<file path="config.mk">
export PLATFORM = sky130hd
export DESIGN_NAME = block_ram_arbiter
export DESIGN_NICKNAME = d
export VERILOG_FILES = /design/src/rtl/block_ram_arbiter.sv
export SDC_FILE = /design/constraint.sdc
export NUM_CORES = 1
export LEC_CHECK = 0
export BUFFER_PORTS_ARGS = -buffer_cell sky130_fd_sc_hd__buf_4
export CAP_MARGIN = 10
export CORE_ASPECT_RATIO = 0.7
export CORE_UTILIZATION = 46
export DETAILED_ROUTE_END_ITERATION = 6
export GPL_TIMING_DRIVEN = 0
export PLACE_DENSITY = 0.88
export RECOVER_POWER = 25
export SLEW_MARGIN = 40
export SYNTH_ARGS = -nofsm -noshare
export SYNTH_HDL_FRONTEND = slang
export SYNTH_SLANG_ARGS = --single-unit
</file>
<file path="constraint.sdc">
create_clock -name clk -period 2.8 [get_ports clk]
set_clock_uncertainty 0.15 [all_clocks]
set_input_delay 0.28 -clock clk [delete_from_list [all_inputs] [get_ports clk]]
set_output_delay 0.28 -clock clk [all_outputs]
set_load 0.05 [all_outputs]
</file>
<file path="src/rtl/block_ram_arbiter.sv">
// Round-robin arbiter sharing one BlockRam port (16-bit, byte enables, 1-cycle read) among NUM_MASTERS.
// Optional start-up memory clear is enabled by defining ARB_CLEAR_EN.
module block_ram_arbiter #(
  parameter int NUM_MASTERS = 3,
  parameter int WORDS = 16,
  localparam int ADDR_BITS = $clog2(WORDS)
) (
  input  logic                           clk,
  input  logic                           reset_n,
  input  logic [NUM_MASTERS-1:0]         m_access,
  input  logic [NUM_MASTERS*ADDR_BITS-1:0] m_addr,
  input  logic [NUM_MASTERS-1:0]         m_wr_en,
  input  logic [NUM_MASTERS*2-1:0]       m_bytesel,
  input  logic [NUM_MASTERS*16-1:0]      m_wr_data,
  output logic [NUM_MASTERS-1:0]         m_ack,
  output logic [15:0]                    m_data,
  output logic [ADDR_BITS-1:0]           ram_addr,
  output logic                           ram_wr_en,
  output logic [1:0]                     ram_be,
  output logic [15:0]                    ram_wdata,
  input  logic [15:0]                    ram_q,
  output logic                           busy
);

  localparam int PTR_W = $clog2(NUM_MASTERS);

  typedef enum logic [1:0] {IDLE, ISSUE, ACK, CLEAR} state_t;

`ifdef ARB_CLEAR_EN
  localparam state_t RST_STATE = CLEAR;
`else
  localparam state_t RST_STATE = IDLE;
`endif

  state_t state, state_next;
  logic [PTR_W-1:0] grant, rr_ptr, pick, idx;
  logic             pick_vld;

  logic [ADDR_BITS-1:0] req_addr;
  logic                 req_wr;
  logic [1:0]           req_be;
  logic [15:0]          req_wdata;

  logic [ADDR_BITS-1:0] addr_arr  [NUM_MASTERS];
  logic [1:0]           be_arr    [NUM_MASTERS];
  logic [15:0]          wdata_arr [NUM_MASTERS];

`ifdef ARB_CLEAR_EN
  logic [ADDR_BITS-1:0] clr_cnt;
`endif

  function automatic logic [PTR_W-1:0] next_ptr(input logic [PTR_W-1:0] p);
    if (p == PTR_W'(NUM_MASTERS-1)) return '0;
    return p + PTR_W'(1);
  endfunction

  for (genvar g = 0; g < NUM_MASTERS; g++) begin : g_unpack
    assign addr_arr[g]  = m_addr[g*ADDR_BITS +: ADDR_BITS];
    assign be_arr[g]    = m_bytesel[g*2 +: 2];
    assign wdata_arr[g] = m_wr_data[g*16 +: 16];
  end

  // Scan downwards so the requester closest to rr_ptr is the one left in pick.
  always_comb begin
    pick     = '0;
    pick_vld = 1'b0;
    idx      = '0;
    for (int k = NUM_MASTERS-1; k >= 0; k--) begin
      idx = PTR_W'((int'(rr_ptr) + k) % NUM_MASTERS);
      if (m_access[idx]) begin
        pick     = idx;
        pick_vld = 1'b1;
      end
    end
  end

  always_comb begin
    state_next = state;
    case (state)
      IDLE:    if (pick_vld) state_next = ISSUE;
      ISSUE:   state_next = ACK;
      ACK:     state_next = IDLE;
`ifdef ARB_CLEAR_EN
      CLEAR:   if (clr_cnt == ADDR_BITS'(WORDS-1)) state_next = IDLE;
`endif
      default: state_next = IDLE;
    endcase
  end

  always_ff @(posedge clk or negedge reset_n) begin
    if (!reset_n) begin
      state  <= RST_STATE;
      grant  <= '0;
      rr_ptr <= '0;
    end else begin
      state <= state_next;
      if (state == IDLE && pick_vld) begin
        grant  <= pick;
        rr_ptr <= next_ptr(pick);
      end
    end
  end

`ifdef ARB_CLEAR_EN
  always_ff @(posedge clk or negedge reset_n) begin
    if (!reset_n) clr_cnt <= '0;
    else if (state == CLEAR) clr_cnt <= clr_cnt + ADDR_BITS'(1);
  end
`endif

  // Request register: the granted master's inputs are frozen here at the grant edge.
  always_ff @(posedge clk) begin
    if (state == IDLE && pick_vld) begin
      req_addr  <= addr_arr[pick];
      req_wr    <= m_wr_en[pick];
      req_be    <= be_arr[pick];
      req_wdata <= wdata_arr[pick];
    end
  end

  // Outputs are registered: what a state decides appears on the pins the following cycle,
  // so the RAM samples during ACK and its registered q lines up with m_ack.
  always_ff @(posedge clk or negedge reset_n) begin
    if (!reset_n) begin
      ram_addr  <= '0;
      ram_wr_en <= 1'b0;
      ram_be    <= 2'b00;
      ram_wdata <= 16'h0000;
      m_ack     <= '0;
    end else begin
      ram_wr_en <= 1'b0;
      ram_be    <= 2'b00;
      m_ack     <= '0;
      case (state)
        ISSUE: begin
          ram_addr  <= req_addr;
          ram_wdata <= req_wdata;
          ram_wr_en <= req_wr;
          ram_be    <= req_wr ? req_be : 2'b11;
        end
        ACK: m_ack <= NUM_MASTERS'(1) << grant;
`ifdef ARB_CLEAR_EN
        CLEAR: begin
          ram_addr  <= clr_cnt;
          ram_wdata <= 16'h0000;
          ram_wr_en <= 1'b1;
          ram_be    <= 2'b11;
        end
`endif
        default: ;
      endcase
    end
  end

  assign m_data = (|m_ack) ? ram_q : 16'h0000;
  assign busy   = (state != IDLE);

endmodule

</file>
Word-level counts from Yosys, hierarchy flattened
Cells that the tools add are included.
W data, S select, Z words.
- register bits after elaboration: 55
- latch bits: 0
- input bits: 90
- bits in read-only memories: 0
- logic and storage cells: 67
- memories kept: 0
- memory bits (writable): 0
- output and inout port bits: 43
- bitwise logic cells: 1
- add/subtract/negate cells: 3
- div/mod/pow operators: 3
- equality and inequality tests: 4
- reductions and logical operators: 4
- multiply operators: 0
- multiplexer cells: 34
- magnitude comparators: 5
- shifts and indexed selects: 1
- operator list (operator ; count):
    $mod A32 B3 Y32 const B ; 2
    $mux W16 ; 3
    $bmux W16 S2 ; 1
    $mod A3 B3 Y32 const B ; 1
    $mux W2 ; 10
    $lt A2 B3 Y1 const B ; 4
    $mux W1 ; 10
    $bmux W1 S2 ; 4
    $bmux W4 S2 ; 1
    $mux W4 ; 2
    $bmux W2 S2 ; 1
    $eq A2 B2 Y1 const B ; 2
    $pmux W2 S2 ; 1
    $add A2 B1 Y3 const B ; 1
    $add A2 B2 Y3 const B ; 1
    $ge A3 B3 Y1 const B ; 1
    $mux W3 ; 1
    $not A2 Y3 ; 1
    $reduce_or A3 Y1 ; 1
    $shl A1 B2 Y3 const A ; 1
    $add A2 B1 Y2 const B ; 1
    $eq A2 B1 Y1 const B ; 1
    $logic_not A2 Y1 ; 1
    $ne A2 B2 Y1 const B ; 1
    other kinds (2) ; 2

Logic depth before layout (Yosys ltp)
Gate-level depths: netlist (run 1).
- depth after elaboration: 11
- mapped depth: 9
- gate-level depth less buffers: 7

Worst setup path before layout (run 1)
Ideal clock, no wire load.
- path type: flip-flop to flip-flop
- from: register rr_ptr[0]
- to: register req_addr[1], data pin
- path slack: 0.224 ns
- data required time: 2.390 ns
- data arrival time: 2.166 ns
- cell stages (with the launch flop): 10
- path buffers: 2
- clock period less this slack: 2.576 ns
- library setup time: 0.260 ns
- path through: dfrtp_1 inv_1 ha_1 inv_1 o21bai_1 a41o_1 buf_2 a211oi_4 buf_6 mux2_2
- longest elaborated chain between the ends: 11
- elaborated cells on any way between the ends: 18
- classes of those cells: add/sub (2); div (3); mux (12); bitwise (1)
- RTL lines (element ; RTL line ; source):
    start: declaration ; 36 ; logic [PTR_W-1:0] grant, rr_ptr, pick, idx;
    start signal: assignment ; 99 ; rr_ptr <= next_ptr(pick);
    $add A2 B2 Y3 ; 69 ; idx = PTR_W'((int'(rr_ptr) + k) % NUM_MASTERS);
    $mod A32 B3 Y32 ; 69 ;
    $bmux W1 S2 ; 70 ; if (m_access[idx]) begin
    $mux W1 (implied by the code) ; 70 ;
    $mux W2 (2 in series) ; 70 ;
    $mux W2 * ; 70 ;
    $not A2 Y3 (implied by the code) * ; 114 ; req_addr <= addr_arr[pick];
    $bmux W4 S2 * ; 114 ;
    $mux W4 (implied by the code) * (2 in series) ; 114 ;
    end signal: assignment ; 114 ;
    end: declaration ; 39 ; logic [ADDR_BITS-1:0] req_addr;
Mark *: on every way between the ends. The rest lies on a longest branch, timed or not. The select of a mux whose other input is x is not followed.
A chain may end at the register's enable or synchronous reset.

Worst setup path in the final report (run 1)
- from: register rr_ptr[0]
- to: register req_wdata[6], data pin
- longest elaborated chain between the ends: 11
- elaborated cells on any way between the ends: 18
- classes of those cells: add/sub (2); div (3); mux (12); bitwise (1)
- RTL lines (element ; RTL line ; source):
    $add A2 B2 Y3 ; 69 ;
    $mod A32 B3 Y32 ; 69 ;
    $bmux W1 S2 ; 70 ;
    $mux W1 (implied by the code) ; 70 ;
    $mux W2 (2 in series) ; 70 ;
    $mux W2 * ; 70 ;
    $not A2 Y3 (implied by the code) * ; 117 ; req_wdata <= wdata_arr[pick];
    $bmux W16 S2 * ; 117 ;
    $mux W16 (implied by the code) * (2 in series) ; 117 ;
    end signal: assignment ; 117 ;
    end: declaration ; 42 ; logic [15:0] req_wdata;
Marks and branches as above.

==> out/qor.yml, run 1 <==
outcome: "finished with violations"
violations: "max-capacitance violations, max-slew violations"
fmax_mhz: 374
cts_tree: "done"
yosys-top-cells-area: "dfrtp_1 29%, mux2_2 28%, edfxtp_1 25%, nor2b_1 3.8%, ha_1 1.3%"
path_max_fanout: 10
die_h_um: 67.2
first_global_vias: 1954
nNetsFinal: 434
antenna_cells: 0
place_inst: 406
worst-endpoint-required_ns: 2.71
setup_tns_ns: 0
layout-drive-gt1-share: 0.640
slowest_delay_ns: 0.41
core_area_um2: 5780
clkTransAtPathRegs_ns: 0.09
synth_top_area_share: 0.286
synth.most_common_cell: "mux2_2"
crit_arrival_ns: 2.59
leakagePower_nw: 1.82
crit_chain: "inv_1 -> ha_2 -> inv_1 -> o21bai_1 -> a41o_1 -> clkbuf_4 -> a211oi_4 -> buf_6 -> mux2_2"
grt_max_degree: 33
hold_viol_final: 0
ys_ff_latch: 55
worstHoldPathCells: 2
antenna_found_initial: 0
finalMaxSlewViolations: 33
finalCriticalPeriod_ns: 2.68
drt_iter0_drc: 29
grt_usage: 0.195
clock_sinks: 55
critPathLaunchType: "register"
vias: 2059
ys.warnings.count: 0
port-buffer-count: 132
final_util: 0.691
cts-buffers-inserted: 5
synth_top_area_cell: "dfrtp_1"
cp_common_cell: "inv_1"
routed_wl_um: 6190
switching_power_mw: 2.30
avgViaCountPerCell: 4.94
fill_cells: 440
syn_area_per_cell_um2: 14.0
crit_path_end_kind: "register"
synth_common_cells: "70 x mux2_2, 32 x dfrtp_1, 23 x edfxtp_1"
wl_per_cell_um: 14.8
synth_area_um2: 2800
tightest_slew_ns: 1.77
drc_errors: 0
powerDensity_nw_per_um2: 1290
ir_drop_mv: 0.729
syn_nets: 292
clock_latency_ns: 0.30
cap_violations: 1
grt_pass1_wl_um: 9320
setup_ws_ns: 0.124
ys_seq_area_frac: 0.534
dieArea_um2: 6400
cp_slowest_cell: "dfrtp_1"
drt_pass1_iterations: 4
p_seq_frac: 0.301
syn_to_final_growth_pct: 43.0
period_share: 0.956
die_w_um: 95.2
async_flop_share: 0.582
hold_ws_ns: 0.121
antenna_left: 0
critPathKind: "reg -> reg"
power.internal_mw: 2.86
place_area_um2: 3880
start_util: 0.483
synth_edf_count: 23
dominantRegCellSynth: "dfrtp_1"
gp_congestion: 0.872
clk_path_buf_depth: 2
cts_htree_levels: 2
synth.distinct_cells: 31
dpl.hpwl_um: 4760
rsz0062_at_grt: "no"
power_frac_comb: 0.618
p_total_mw: 5.17
num_io_pins: 133
synthCells: 199
p_sw_frac: 0.446
post-route-cell-area_um2: 4000
setup_viol: 0
final-instance-count-excl-fill: 417
reg2reg_depth: 9
pre_cts_slack_ns: -0.0732
rows: 23
grt_overflow_total: 0
power_frac_clock: 0.081
hp-class: "in -> reg"
slew_headroom: -0.179
cts_root_buf: "clkbuf_8"
## power by group through the flow
stage	Clock, mW	Combinational [mW]	Sequential, mW
finish	0.417	3.20	1.55
global route	0.462	3.37	1.60
CTS	0.428	3.22	1.56
detailed placement	0	3.16	1.57
global placement	0	3.10	1.55
floorplan	0	1.70	2.16
## worst max-delay path, delay by kind of cell, from the launching register on
family	cells	cell delay, ns
adders and majority gates	1	0.31
muxes	1	0.36
AOI/OAI and AO/OA	3	0.58
DFF	1	0.41
buffers and inverters	4	0.61
## worst paths after layout
kind,startpoint,end,slack [ns]
worst max-delay path,rr_ptr[0],req_wdata[6],0.12
worst min register to register,req_wdata[10],ram_wdata[10],0.33
worst min-delay path,m_addr[4],req_addr[0],0.12
max in group asynchronous,reset_n,rr_ptr[0],0.65
worst max register to register,rr_ptr[0],req_wdata[6],0.12
min in group asynchronous,reset_n,ram_wdata[3],0.83
## cell usage in the layout (no fill, tap or decap), drive strengths merged, types with 2 or more instances in the layout
master,instances
buf,136
dfrtp,32
ha,3
nor4bb,2
edfxtp,23
nor2b,17
a21oi,2
mux2,71
a21boi,2
clkbuf,14
nor2,4
inv,10
o22ai,3
mux2i,2
nand2,4
## layout make-up
cell class	count	area, µm²	area share
clock inverters	2	12.5	0.00313
repair buffers	135	1000	0.251
plain buffers	10	78.8	0.0197
well taps	75	93.8	0.0235
flip-flops and latches	55	1490	0.373
multi-input cells	124	1200	0.302
clock buffers	6	72.6	0.0182
inverters	10	37.5	0.00939
## timing repair
action / in CTS / in global routing
pin swaps: 1 / 1
hold buffers: 1 / 0
endpoints found under the hold margin: 32 / 0
buffers inserted: 2 / 0
setup endpoints to repair: 19 / 19
gates resized for setup: 2 / 4
## state kept, by name, indices dropped and copies added, names as in the netlist
register,count
grant,2
m_ack,3
ram_addr,4
ram_be,2
ram_wdata,16
ram_wr_en,1
req_addr,4
req_be,2
req_wdata,16
req_wr,1
rr_ptr,2
state,2
## cell families (layout without fill, tap and decap cells)
family	after synthesis	count (layout)	synth area share
AOI/OAI and AO/OA	15	15	0.0479
adders and majority gates	3	3	0.0134
buffers and inverters	20	163	0.0363
DFF	55	55	0.534
muxes	73	73	0.293
and+or+nand+nor	33	33	0.0756
## routing by layer
metal  routed length, µm  global-route usage  vias up
met1                2750               0.258      985
met2                3000               0.318       68
met4                  37              0.0530        0
met5                   0                   0        -
met3                 410              0.0518        7
li1                    -                   -      999
(Power assumes the default switching activity.)
==> inputs of run 2 (changes only) <==
GPL_TIMING_DRIVEN = not set   (was 0)
==> run 2 against run 1 <==
The flow still finishes with violations (max-capacitance violations, max-slew violations). Register-to-register slack worse by 0.07 ns. Sequential share of layout area decreased by 0.17 points. First-iteration DRC count increased to 2.8 times the previous value. Critical path depth decreased by 1. Wire length rose by 6.9%. Sequential power about the same. Highest routed layer unchanged.
==> out/qor.yml, run 2 (synthesis gave the netlist of run 1 again) <==
outcome: "finished with violations"
violations: "max-capacitance violations, max-slew violations"
hold_viol_final: 0  # unchanged
rsz0062_at_grt: "yes"
antenna_left: 0  # unchanged
critPathLaunchType: "register"
clk_path_buf_depth: 2  # unchanged
slowest_delay_ns: 0.42  # about the same
cts-buffers-inserted: 5  # unchanged
powerDensity_nw_per_um2: 1310  # +1.4%
rows: 23  # unchanged
power_frac_comb: 0.607  # -0.011
avgViaCountPerCell: 5.05  # +2.3%
final_cell_mix: "140 x buf_4, 70 x mux2_2, 32 x dfrtp_1"
grt_usage: 0.211  # +0.0161
finalCriticalPeriod_ns: 2.75  # +0.0693 ns
die_w_um: 95.2  # unchanged
period_share: 0.981  # +0.0248
power_frac_clock: 0.098  # +0.017
tightest_slew_ns: 1.84  # +0.0725 ns
top_regs: "ram_wdata (16), req_wdata (16)"
pre_cts_slack_ns: 0.0776  # +0.151 ns
start_util: 0.483  # unchanged
cts_root_buf: "clkbuf_8"
drt_pass1_iterations: 4  # unchanged
final-instance-count-excl-fill: 415  # -0.48%
drt_iter0_drc: 82  # +180%
port-buffer-count: 132  # unchanged
cts_htree_levels: 2  # unchanged
grt_overflow_total: 0  # unchanged
gp_congestion: 0.903  # +3.6%
cp_slowest_cell: "dfrtp_1"
crit_path_end_kind: "register"
clkTransAtPathRegs_ns: 0.09  # about the same
antenna_found_initial: 0  # unchanged
cts_tree: "done"
drc_errors: 0  # unchanged
hp-class: "in -> reg"
finalMaxSlewViolations: 33  # unchanged
fmax_mhz: 364  # -2.5%
path_max_fanout: 12  # +2
first_global_vias: 2082  # +6.6%
layout-drive-gt1-share: 0.656  # +0.0155
setup_ws_ns: 0.0542  # -0.0693 ns
wl_per_cell_um: 15.9  # +7.4%
switching_power_mw: 2.32  # +0.51%
setup_viol: 0  # unchanged
dpl.hpwl_um: 5150  # +8.3%
mostFrequentLayoutCell: "buf_4"
leakagePower_nw: 1.84  # +1.5%
slew_headroom: -0.228  # -0.0484
syn_to_final_growth_pct: 43.6
critPathKind: "reg -> reg"
grt_pass1_wl_um: 10100  # +8.6%
nNetsFinal: 432  # -0.46%
postCtsSetupBuffers: 0  # -2
worst-endpoint-required_ns: 2.71  # about the same
cap_violations: 1  # unchanged
num_io_pins: 133  # unchanged
antenna_cells: 0  # unchanged
crit_arrival_ns: 2.65  # +0.06 ns
p_sw_frac: 0.440  # -0.00609
place_inst: 406  # unchanged
die_h_um: 67.2  # unchanged
power.internal_mw: 2.95  # +3.0%
grt_max_degree: 33  # unchanged
p_seq_frac: 0.295  # -0.006
dieArea_um2: 6400  # unchanged
crit_chain: "inv_1 -> ha_1 -> mux2i_1 -> o22ai_1 -> nand3b_4 -> a211oi_4 -> buf_4 -> mux2_2"
ir_drop_mv: 0.437  # -40%
vias: 2097  # +1.8%
clock_sinks: 55  # unchanged
routed_wl_um: 6620  # +6.9%
clock_latency_ns: 0.30  # about the same
core_area_um2: 5780  # unchanged
==> run 2: routing by layer <==
| metal | vias to the layer above | routed length, µm | global-route usage |
|---|---|---|---|
| met1 | 1001 | 2860 | 0.280 |
| met2 | 92 | 3140 | 0.339 |
| met5 | - | 0 | 0 |
| met4 | 0 | 91 | 0.0739 |
| li1 | 995 | - | - |
| met3 | 9 | 520 | 0.0507 |
==> run 2: layout make-up <==
class,count,area (µm²)
fill,414,1770
clock inverter,3,43.8
multi-input combinational,124,1200
timing repair buffer,143,1080
sequential,55,1490
tap,75,93.8
clock buffer,5,68.8
inverter,10,37.5
==> run 2: per-stage QoR <==
step	TNS [ns]	utilization	cell area, µm²	hold WS (ns)	total power [mW]
after floorplan	0	-	2800	-0.166	3.86
after global placement	0	0.673	3890	0.0914	4.66
after detailed placement	0	0.673	3890	0.0979	4.78
after CTS	0	0.694	4020	0.105	5.31
after global routing	-0.0117	0.694	4020	0.100	5.53
final	0	0.694	4020	0.116	5.26
==> run 2: path summary, 6_finish.rpt <==
check | slack (ns) | start | cells after the start | end
max in group asynchronous | 0.59 | reset_n | 2 | ram_addr[2]
min | 0.12 | m_addr[4] | 2 | req_addr[0]
min in group asynchronous | 0.85 | reset_n | 2 | ram_wdata[9]
min reg2reg | 0.33 | req_wr | 1 | ram_be[1]
max | 0.05 | rr_ptr[1] | 8 | req_wdata[2]
max reg2reg | 0.05 | rr_ptr[1] | 8 | req_wdata[2]
==> run 2: worst max-delay path: cells and delay by family (launching register included) <==
family	cells	cell delay, ns
AOI/OAI and AO/OA	2	0.45
adders and majority gates	1	0.28
buffers and inverters	2	0.33
DFF	1	0.42
muxes	2	0.66
and+or+nand+nor	1	0.20
==> run 2: repair_timing <==
item / 4_1_cts / 5_1_grt
resized for setup: 0 / 2
hold endpoints to repair: 32 / 0
setup endpoints to repair: 0 / 17
hold buffers: 1 / 0
==> run 2: power by group through the flow <==
stage	Combinational [mW]	Clock, mW	Sequential (mW)
after floorplan	1.70	0	2.16
after CTS	3.21	0.538	1.56
after global placement	3.11	0	1.55
after detailed placement	3.20	0	1.58
after global routing	3.36	0.563	1.61
final	3.19	0.516	1.55
==> inputs of run 3 (changes only) <==
CORE_UTILIZATION = 41   (was 46)
PLACE_DENSITY = 0.81   (was 0.88)
==> run 3 against run 2 <==
The flow still finishes with violations (max-capacitance violations, max-slew violations). Fmax increased by 1.3%. Critical path depth unchanged. Largest cell class unchanged. Non-clock buffer count decreased by 4. Largest power group unchanged. Critical path type unchanged. Setup slack improved by 0.035 ns.
==> out/qor.yml, run 3 (synthesis gave the netlist of run 1 again) <==
drc_errors: 0  # unchanged
grt_usage: 0.179  # -0.0317
setup_viol: 0  # unchanged
vias: 2034  # -3.0%
final_cell_mix: "131 x buf_4, 70 x mux2_2, 32 x dfrtp_1"
power_frac_clock: 0.084  # -0.014
pre_cts_slack_ns: 0.0674  # -0.0103 ns
port-buffer-count: 132  # unchanged
mostFrequentLayoutCell: "buf_4"
finalCriticalPeriod_ns: 2.71  # -0.0347 ns
hold_path_end: "req_wdata[3]"
crit_arrival_ns: 2.62  # -0.03 ns
r2r_end: "req_wdata[6]"
worstHoldPathCells: 2  # unchanged
cts_root_buf: "clkbuf_8"
slew_headroom: -0.178  # +0.0490
power.internal_mw: 2.85  # -3.3%
die_h_um: 71.1  # +5.7%
cts-buffers-inserted: 5  # unchanged
worst-endpoint-required_ns: 2.71  # about the same
r2r_slack_ns: 0.09  # +0.03 ns
reg2reg_depth: 8  # unchanged
ir_drop_mv: 0.487  # +11%
clock_sinks: 55  # unchanged
place_area_um2: 3910  # +0.39%
critPathLaunchType: "register"
grt_pass1_wl_um: 9900  # -2.1%
switching_power_mw: 2.30  # -0.74%
rows: 24  # +4.3%
antenna_left: 0  # unchanged
top_usage_layer: "met2"
cap_violations: 1  # unchanged
hold_viol_final: 0  # unchanged
period_share: 0.968  # -0.0124
avgViaCountPerCell: 4.76  # -5.7%
groute.layer.met1.usage: 0.228  # -0.0521
tightest_slew_ns: 1.77  # -0.0736 ns
fmax_mhz: 369  # +1.3%
first_global_vias: 2043  # -1.9%
path_max_fanout: 18  # +6
die_w_um: 101  # +5.8%
wl_per_cell_um: 15.0  # -5.7%
clock_latency_ns: 0.30  # about the same
powerDensity_nw_per_um2: 1290  # -1.8%
postCtsSetupBuffers: 0  # unchanged
clk_path_buf_depth: 2  # unchanged
drt_iter0_drc: 36  # -56%
antenna_found_initial: 0  # unchanged
crit_path_end_kind: "register"
layout-drive-gt1-share: 0.646  # -0.0100
top_regs: "ram_wdata (16), req_wdata (16)"
start_util: 0.437  # -0.0462
grt_max_degree: 33  # unchanged
core_area_um2: 6400  # +11%
finalMaxSlewViolations: 33  # unchanged
nNetsFinal: 428  # -0.93%
post-route-cell-area_um2: 4000  # -0.34%
cts_tree: "done"
dieArea_um2: 7160  # +12%
outcome: "finished with violations"
r2r_start: "rr_ptr[0]"
grt_use_met2: 0.315  # -0.0242
holdCritStartpoint: "m_wr_data[19]"
num_io_pins: 133  # unchanged
grt_overflow_total: 0  # unchanged
setup_ws_ns: 0.0889  # +0.0347 ns
gp_congestion: 0.881  # -2.5%
critPathKind: "reg -> reg"
grt_use_met3: 0.0455  # -0.00522
dpl.hpwl_um: 4860  # -5.6%
p_sw_frac: 0.446  # +0.00648
cts_htree_levels: 2  # unchanged
leakagePower_nw: 1.81  # -1.7%
power_frac_comb: 0.615  # +0.008
clkTransAtPathRegs_ns: 0.10  # about the same
violations: "max-capacitance violations, max-slew violations"
p_seq_frac: 0.302  # +0.007
hp-class: "in -> reg"
routed_wl_um: 6420  # -3.0%
drt_pass1_iterations: 4  # unchanged
syn_to_final_growth_pct: 43.2
antenna_cells: 0  # unchanged
[run 3: cell count changes in the layout (fill, tap and decap cells not counted), sizes merged]
cell,delta
clkbuf,+3
buf,-7
inv,+1
bufinv,-1
[run 3: per-stage QoR]
stage	std cells	hold slack (ns)	setup TNS (ns)	total power, mW	utilization
after global placement	418	0.0915	0	4.67	0.611
after global routing	427	0.113	-0.00438	5.42	0.626
final	427	0.123	0	5.15	0.626
after CTS	427	0.113	0	5.20	0.626
after detailed placement	418	0.0967	0	4.77	0.611
after floorplan	199	-0.166	0	3.86	-
[run 3: worst max-delay path by stage]
stage               startpoint      endpoint  slack [ns]  cells past startpoint
finish               rr_ptr[0]  req_wdata[6]        0.09                      8
global route         rr_ptr[0]   req_addr[0]      -0.004                      8
CTS                  rr_ptr[0]  req_wdata[6]        0.06                      8
detailed placement   rr_ptr[1]  req_wdata[2]        0.07                      8
global placement     rr_ptr[0]  req_wdata[4]        0.19                      8
floorplan            rr_ptr[0]   req_addr[1]        0.22                      9
[run 3: routing by layer]
layer  part of all wire  routed length [µm]
met5                  0                   0
met2               0.50                3220
met1               0.42                2720
met3              0.072                 459
met4             0.0033                  21
[run 3: critical path, stage by stage, from the launching register on]
cell      delay, ns
dfrtp_1        0.41
inv_1          0.09
ha_1           0.39
inv_1          0.11
o21bai_1       0.16
a41o_1         0.31
buf_8          0.23
mux2_2         0.35
mux2_2         0.27
[run 3: final cells by class]
cell class                 count  area (µm²)
multi-input combinational    124        1210
fill                         529        2390
timing repair buffer         139        1060
sequential                    55        1490
inverter                      10        37.5
clock inverter                 3        18.8
tap                           91         114
clock buffer                   5        68.8
[run 3: timing repair]
item | 4_1_cts | 5_1_grt
setup endpoints to repair | 0 | 23
gates resized for setup | 0 | 3
hold buffers | 1 | 0
endpoints found under the hold margin | 32 | 0
[run 3: power by group through the flow]
stage	registers [mW]	clock network, mW	logic, mW
final	1.55	0.431	3.17
after CTS	1.56	0.448	3.20
after detailed placement	1.58	0	3.19
after global placement	1.56	0	3.11
after global routing	1.60	0.471	3.35
after floorplan	2.16	0	1.70
